[src/rtl/fetch_unit_pkg.sv]
// Shared types and constants for the fetch stage and the fetch->decode register.
package fetch_unit_pkg;

    localparam int PC_W   = 64;
    localparam int INST_W = 32;

    localparam logic [PC_W-1:0] PCINIT = 64'h0000_0000_8000_0000;

    typedef enum logic [1:0] {
        IDLE,
        WAIT,
        DRAIN
    } fetch_state_t;

    typedef struct packed {
        logic [INST_W-1:0] inst;
        logic [PC_W-1:0]   pc;
        logic              misalign;
    } fetch_out_t;

    function automatic logic [PC_W-1:0] seq_pc(input logic [PC_W-1:0] p);
        return p + PC_W'(4);
    endfunction

endpackage

[src/rtl/fetch_unit_if.sv]
// Instruction bus and fetch->decode handshake bundle.
// out_misalign exists only when FETCH_MISALIGN_EN is defined.
interface fetch_if #(
    parameter int PC_W   = fetch_unit_pkg::PC_W,
    parameter int INST_W = fetch_unit_pkg::INST_W
);
    logic              ireq_valid;
    logic [PC_W-1:0]   ireq_addr;
    logic              iresp_ok;
    logic [INST_W-1:0] iresp_data;

    logic              out_valid;
    logic              out_ready;
    logic [INST_W-1:0] out_inst;
    logic [PC_W-1:0]   out_pc;
`ifdef FETCH_MISALIGN_EN
    logic              out_misalign;

    modport master (
        output ireq_valid, ireq_addr,
        input  iresp_ok, iresp_data,
        output out_valid, out_inst, out_pc, out_misalign,
        input  out_ready
    );
    modport slave (
        input  ireq_valid, ireq_addr,
        output iresp_ok, iresp_data,
        input  out_valid, out_inst, out_pc, out_misalign,
        output out_ready
    );
`else
    modport master (
        output ireq_valid, ireq_addr,
        input  iresp_ok, iresp_data,
        output out_valid, out_inst, out_pc,
        input  out_ready
    );
    modport slave (
        input  ireq_valid, ireq_addr,
        output iresp_ok, iresp_data,
        input  out_valid, out_inst, out_pc,
        output out_ready
    );
`endif
endinterface

[src/rtl/fetch_unit.sv]
// Single-outstanding instruction fetch with one output register for decode.
// Optional FETCH_MISALIGN_EN: misaligned PCs are reported instead of fetched.
module fetch_unit #(
    parameter int PC_W   = fetch_unit_pkg::PC_W,
    parameter int INST_W = fetch_unit_pkg::INST_W
) (
    input  logic            clk,
    input  logic            reset,
    input  logic [PC_W-1:0] pc,
    output logic [PC_W-1:0] pc_nxt,
    output logic            stallpc,
    input  logic            flush,
    input  logic [PC_W-1:0] redirect_pc,
    fetch_if.master         bus
);
    import fetch_unit_pkg::*;

    fetch_state_t state;
    fetch_out_t   out_q;
    logic         out_vld;
    logic         issue_ok;

    // Issue only when the output register is free or drains this cycle.
    assign issue_ok = !flush && (!out_vld || bus.out_ready);

    assign stallpc = !(flush || (state == WAIT && bus.iresp_ok));
    assign pc_nxt  = flush ? redirect_pc : seq_pc(pc);

    assign bus.out_valid = out_vld;
    assign bus.out_inst  = out_q.inst;
    assign bus.out_pc    = out_q.pc;

`ifdef FETCH_MISALIGN_EN
    logic mis_hold;
    logic pc_mis;
    assign pc_mis           = (pc[1:0] != 2'b00);
    assign bus.out_misalign = out_q.misalign;
`else
    logic unused_misalign;
    assign unused_misalign = out_q.misalign;
`endif

    always_ff @(posedge clk or posedge reset) begin
        if (reset) begin
            state          <= IDLE;
            out_vld        <= 1'b0;
            out_q          <= '0;
            bus.ireq_valid <= 1'b0;
            bus.ireq_addr  <= '0;
`ifdef FETCH_MISALIGN_EN
            mis_hold       <= 1'b0;
`endif
        end else begin
            if (out_vld && bus.out_ready)
                out_vld <= 1'b0;

            unique case (state)
                IDLE: begin
                    if (issue_ok) begin
`ifdef FETCH_MISALIGN_EN
                        // Report once, then hold the PC until a redirect arrives.
                        if (pc_mis) begin
                            if (!mis_hold) begin
                                out_vld        <= 1'b1;
                                out_q.inst     <= '0;
                                out_q.pc       <= pc;
                                out_q.misalign <= 1'b1;
                                mis_hold       <= 1'b1;
                            end
                        end else
`endif
                        begin
                            bus.ireq_valid <= 1'b1;
                            bus.ireq_addr  <= pc;
                            state          <= WAIT;
                        end
                    end
                end
                WAIT: begin
                    if (bus.iresp_ok) begin
                        bus.ireq_valid <= 1'b0;
                        state          <= IDLE;
                        if (!flush) begin
                            out_vld        <= 1'b1;
                            out_q.inst     <= bus.iresp_data;
                            out_q.pc       <= bus.ireq_addr;
                            out_q.misalign <= 1'b0;
                        end
                    end else if (flush) begin
                        state <= DRAIN;
                    end
                end
                DRAIN: begin
                    // Request cannot be withdrawn; swallow its response.
                    if (bus.iresp_ok) begin
                        bus.ireq_valid <= 1'b0;
                        state          <= IDLE;
                    end
                end
                default: state <= IDLE;
            endcase

            if (flush) begin
                out_vld        <= 1'b0;
                out_q.misalign <= 1'b0;
`ifdef FETCH_MISALIGN_EN
                mis_hold       <= 1'b0;
`endif
            end
        end
    end

endmodule

[src/flat_wrapper.sv]
// flat-port wrapper written by rule: the top's interface ports become plain ports
module fetch_unit_flat import fetch_unit_pkg::*;
#(
    parameter int PC_W   = fetch_unit_pkg::PC_W,
    parameter int INST_W = fetch_unit_pkg::INST_W
)
  (clk, reset, pc, pc_nxt, stallpc, flush, redirect_pc, bus_ireq_valid, bus_ireq_addr, bus_iresp_ok, bus_iresp_data, bus_out_valid, bus_out_inst, bus_out_pc, bus_out_ready);
  fetch_if #(.PC_W(PC_W), .INST_W(INST_W)) bus_i ();
  input  logic clk;
  input  logic reset;
  input  logic [PC_W-1:0] pc;
  output logic [PC_W-1:0] pc_nxt;
  output logic stallpc;
  input  logic flush;
  input  logic [PC_W-1:0] redirect_pc;
  output wire logic [$bits(bus_i.ireq_valid)-1:0] bus_ireq_valid;
  output wire logic [$bits(bus_i.ireq_addr)-1:0] bus_ireq_addr;
  input wire logic [$bits(bus_i.iresp_ok)-1:0] bus_iresp_ok;
  input wire logic [$bits(bus_i.iresp_data)-1:0] bus_iresp_data;
  output wire logic [$bits(bus_i.out_valid)-1:0] bus_out_valid;
  output wire logic [$bits(bus_i.out_inst)-1:0] bus_out_inst;
  output wire logic [$bits(bus_i.out_pc)-1:0] bus_out_pc;
  input wire logic [$bits(bus_i.out_ready)-1:0] bus_out_ready;
  assign bus_ireq_valid = bus_i.ireq_valid;
  assign bus_ireq_addr = bus_i.ireq_addr;
  assign bus_i.iresp_ok = bus_iresp_ok;
  assign bus_i.iresp_data = bus_iresp_data;
  assign bus_out_valid = bus_i.out_valid;
  assign bus_out_inst = bus_i.out_inst;
  assign bus_out_pc = bus_i.out_pc;
  assign bus_i.out_ready = bus_out_ready;
  fetch_unit #(.PC_W(PC_W), .INST_W(INST_W)) u_core (.clk(clk), .reset(reset), .pc(pc), .pc_nxt(pc_nxt), .stallpc(stallpc), .flush(flush), .redirect_pc(redirect_pc), .bus(bus_i));
endmodule
[config.mk]
export PLATFORM = sky130hd
export DESIGN_NAME = fetch_unit_flat
export DESIGN_NICKNAME = d
export VERILOG_FILES = /design/src/rtl/fetch_unit_pkg.sv /design/src/rtl/fetch_unit_if.sv /design/src/rtl/fetch_unit.sv /design/src/flat_wrapper.sv
export SDC_FILE = /design/constraint.sdc
export NUM_CORES = 1
export LEC_CHECK = 0
export CAP_MARGIN = 0
export CORE_AREA = 2 2 152 154
export DETAILED_ROUTE_END_ITERATION = 10
export DIE_AREA = 0 0 154 156
export PLACE_DENSITY = 0.69
export SLEW_MARGIN = 20
export SYNTH_ARGS = -nofsm -noshare
export SYNTH_HDL_FRONTEND = slang
export SYNTH_SLANG_ARGS = --single-unit
[constraint.sdc]
create_clock -name clk -period 8.37 [get_ports clk]
set_clock_uncertainty 0.05 [all_clocks]
set_input_delay 2.0925 -clock clk [delete_from_list [all_inputs] [get_ports clk]]
set_output_delay 2.0925 -clock clk [all_outputs]
set_load 0.02 [all_outputs]
* Word-level counts from Yosys, hierarchy flattened
Cells that the tools add are included.
** Word-level totals
- Flip-flop bits (word level) :: 164
- Input bits :: 165
- Output and inout port bits :: 227
- Word-level logic and storage cells :: 42
** Cells by class
- Add/subtract/negate cells :: 1
- Equality and inequality tests :: 6
- Mux-type cells :: 13
- Bitwise logic cells :: 1
- Reduce and logical (&&, ||, !) cells :: 15
** Operators with widths (count)
- $add A64 B3 Y64 const B :: 1
- $mux W64 :: 1
- $reduce_and A3 Y1 :: 3
- $mux W2 :: 4
- $mux W1 :: 6
- $pmux W2 S3 :: 1
- $ne A2 B1 Y1 const B :: 2
- $logic_and A1 B1 Y1 :: 3
- $logic_not A1 Y1 :: 3
- $ne A3 B3 Y1 const B :: 1
- $eq A2 B1 Y1 const B :: 1
- $eq A2 B2 Y1 const B :: 1
- $logic_not A2 Y1 :: 1
- $logic_or A1 B1 Y1 :: 2
- $ne A2 B2 Y1 const B :: 1
- $pmux W1 S2 :: 1
- $reduce_and A2 Y1 :: 1
- $reduce_bool A2 Y1 :: 1
- $reduce_or A2 Y1 :: 1
- $not A1 Y1 :: 1

* Depth between registers and ports, before layout
Gate-level depths: netlist of the first run.
- Depth in word-level cells :: 5
- Depth in mapped cells :: 7
- Gate-level depth less buffers :: 6

* Least setup slack after synthesis of the first run
No wires, ideal clock.
- Path type :: input to output
- From :: in pc[2]
- To :: out pc_nxt[54]
- Arrival time :: 3.867 ns
- Data required time :: 6.227 ns
- Path slack :: 2.360 ns
- Stages on the path :: 6
- Buffers on the path :: 0
- Path through :: ha_1 -> nand4_1 -> nor4_4 -> nand4_2 -> or3_1 -> a31oi_1
** On the way
- Longest elaborated chain between the ends :: 2
** RTL lines
- start: declaration :: line flat_wrapper.sv:11 : input logic [PC_W-1:0] pc;
- $add A64 B3 Y64 :: line fetch_unit_pkg.sv:22 : return p + PC_W'(4);
- $mux W64 :: line fetch_unit.sv:27 : assign pc_nxt = flush ? redirect_pc : seq_pc(pc);
- end: declaration :: line flat_wrapper.sv:12 : output logic [PC_W-1:0] pc_nxt;
No other way between the ends.

* Worst setup path in the final report of the first run
- From :: in pc[29]
- To :: out pc_nxt[49]
Same word-level chain as after synthesis.

==> impl_results.md, run 1 <==
* Status: finished, final reports clean
* Final setup fails at 0
* Initial DRT Pass Iterations at 4
* Total global-route track usage at 24.3%
* Wl on met1 at 12,100 µm
* Share of cells above drive strength 1 at 19.6%
* P&R area growth vs syn at 58.4%
* Worst Path Required at 6.23 ns
* VDD IR-drop max at 0.175 mV
* Boundary Pins at 392
* RR Startpoint: u_core.state[1]
* Hold path depth at 1
* Crit-path slowest cell: clkdlybuf4s50_1
* Die Height at 156 µm
* Number of antenna violations at the first check in global routing at 0
* Worst path most repeated cell: clkdlybuf4s50_1
* Vias at a little over 7,000
* Setup crit end kind: output port
* First-pass GRT wire length at approximately 45,000 µm
* Final Instance Count excl. Fillers at 1,410
* Clk slew on worst S/H paths at about 0.07 ns
* Mapped Avg Cell Area at 11.3 µm²
* Yosys top cell by area: dfrtp_1
* Leak at 5.23 nW
* Crit Reg-Reg Endpoint: u_core.bus.out_inst[14]
* Fin. max-slew vios at 0
* Post-CTS sizing at 0
* Antenna cells at 0
* Post-CTS Setup Bufs at 0
* Data arrival time of the worst path at about 5.3 ns
* Max Cap Viol at 0
* DIE AREA at approximately 0.024 mm²
* Initial core utilization at a little under two fifths
* Hold Vio Cnt, Final at 0
* Worst slew pin tran at 1.00 ns
* Final setup TNS at 0 ns
* Clock sinks at 164
* Worst-path cell chain: clkdlybuf4s50_1 > nand4_1 > nor4_2 > nand3_1 > or4_1 > a31oi_1 > clkdlybuf4s50_1
* Fin crit period at 7.39 ns
* Rel. slew slack at 33.1%
* Synth Instances at 727
* Fin Hold WS at 0.456 ns
* Post-Syn Nets at about 900
* Area contributors post-synth: dfrtp_1 50%, mux2_2 22%, o21ai_0 3.6%
* Hold_sp: u_core.bus.out_pc[49]
* DR top layer: met4
* Placer Congestion at 0.783
* Total gr overflow at 0
* Critical Path Max Stage Delay at ~0.67 ns
* Async set or reset register ratio after synthesis at 100%
* Met2 WL at 14,300 µm
* DP Cell Count at 1,378
* Clock Root Buffer: clkbuf_16
* #FFs+latches synth at 164
* Power per cell area at ~340 mW/mm²
* WHS Endpoint: u_core.bus.out_pc[49]
* Setup crit start kind: input port
* Die width at between 150 and 200 µm
* Final ANT Viol Nets at 0
* Final #Nets at 1,282
* Pin count of the biggest net entering global routing at 100
* Num CTS Buffers at 17
* Post-DR wirelength/cell at 20.7 µm
* Mapped cell area at 0.00823 mm²
* Crit Path Class: input port to output port
* PnR Total Power at roughly 0.0045 W
* Critical path fanouts, max at 8
* Yosys warning total at 0
* DRC violations left at 0
* Starting DRT DRC Count at 427
* Worst Hold Class: register to register
* Count of input and output buffers at 391
* Most frequent cells in the layout: 389 x clkdlybuf4s50_1, 164 x dfrtp_1, 161 x mux2_2
* RSZ-0062 raised after global routing: false
* Row cnt at 55
* Share of the synthesized area in the top cell type at 49.9%
* Met3 WL at 2110 µm
* Vias per inst at 5.16
* Fmax at roughly 0.14 GHz
* Yosys cell types at 37
* Post-synth EDFFs at 0
* Main synth FF type: dfrtp_1
* Register area share after synthesis at 49.9%
* Tcrit/Tclk final at 88.3%
* Commonest non-fill, non-tap cell in the layout: clkdlybuf4s50_1
* CTS tree: yes
* CORE AREA at 0.0224 mm²
* Routed WL at about 29,000 µm
* Clk_lat worst skew at roughly 0.43 ns
* H-Tree Depth at 4
* Post-DP HPWL at between 20,000 and 25,000 µm
* Number of global-route vias before repair at 7,543
* R2R Setup Slk at between 5 and 6 ns
* Hold_buf cts at 0
* R2R depth at 5
* Maximum clock path buffer count at 2
layout make-up:
class	count	area (µm²)
clock buffers	17	425
clock inverters	15	155
fillers	1977	9330
inverters	11	46.3
multi-input cells	517	3970
flip-flops and latches	164	4100
well taps	285	357
repair buffers	401	3980
metal layers:
layer,vias up,GRT usage [%]
li1,3418,-
met1,3526,30.0
met2,294,41.7
met3,33,6.83
met4,0,7.25
met5,-,0
how the worst max path moves through the flow:
stage	start	to	slack (ns)	depth (start not counted)
final	pc[29]	pc_nxt[49]	0.98	7
after CTS	pc[2]	pc_nxt[54]	0.98	9
after detailed placement	pc[2]	pc_nxt[54]	0.98	9
after global placement	pc[2]	pc_nxt[54]	1.05	9
after floorplan	reset	u_core.bus.ireq_addr[0]	1.79	1
after global routing	pc[2]	pc_nxt[54]	0.87	9
worst max-delay path, delay by kind of cell:
kind	cells	cell delay, ns
compound gates	1	0.27
buf+inv	2	1.28
simple gates	4	1.60
per-stage QoR:
| step | utilization [%] | cell area (µm²) | setup WS, ns |
|---|---|---|---|
| floorplan | - | 8230 | 1.79 |
| global placement | 55.7 | 12500 | 1.05 |
| global route | 58.3 | 13000 | 0.865 |
| detailed placement | 55.7 | 12500 | 0.984 |
| CTS | 58.3 | 13000 | 0.984 |
| finish | 58.3 | 13000 | 0.982 |
cells in the mapped netlist, types with 2 or more instances:
cell type	count
nor4_1	5
a21oi_1	5
or3_1	9
nand4_2	4
ha_1	5
a31oi_1	14
nor4_4	3
buf_1	6
dfrtp_1	164
nor2_1	29
nor4_2	2
o31ai_1	6
nand4_1	30
mux2_2	161
clkbuf_1	24
nand2_1	68
inv_1	10
and4_1	6
and2_1	4
and3_1	15
or4_1	6
nand3_1	30
xnor2_1	14
nor3_1	3
o21ai_0	59
buf_2	5
xor2_1	30
where the power goes:
group	switching, W	internal (W)	leakage [nW]	total [W]
clock network	0.000384	0.000400	0.281	0.000784
logic	0.00106	0.00117	2.99	0.00222
registers	0.000246	0.00120	1.96	0.00144
state kept, by name (all words and copies together) (netlist names):
| signal | count |
|---|---|
| u_core.bus.ireq_addr | 64 |
| u_core.bus.out_inst | 32 |
| u_core.bus.out_valid | 1 |
| u_core.bus.ireq_valid | 1 |
| u_core.state | 2 |
| u_core.bus.out_pc | 64 |
logic make-up (layout without fill, tap and decap cells):
logic type               count (synthesis)  in the layout  synth area share, %
multiplexers                           161            161                 22.0
AND/OR/NAND/NOR                        220            220                 14.7
flip-flops                             164            164                 49.9
adder cells (fa/ha/maj)                  5              5                0.760
buffers and inverters                   46            444                 2.17
AO/OA/AOI/OAI                           87             87                 5.82
XOR/XNOR                                44             44                 4.68
Power figures use the tool's default switching activity.
==> run 2: changes to the inputs <==
--- a/config.mk
+++ b/config.mk
@@ -5,8 +5,10 @@
 export SDC_FILE = /design/constraint.sdc
 export NUM_CORES = 1
 export LEC_CHECK = 0
+export ABC_AREA = 0
 export CAP_MARGIN = 0
 export CORE_AREA = 2 2 152 154
+export CTS_CLUSTER_SIZE = 20
 export DETAILED_ROUTE_END_ITERATION = 10
 export DIE_AREA = 0 0 154 156
 export PLACE_DENSITY = 0.69
==> results of run 2 <==
No change in the layout: final DEF, timing and power equal those of run 1.
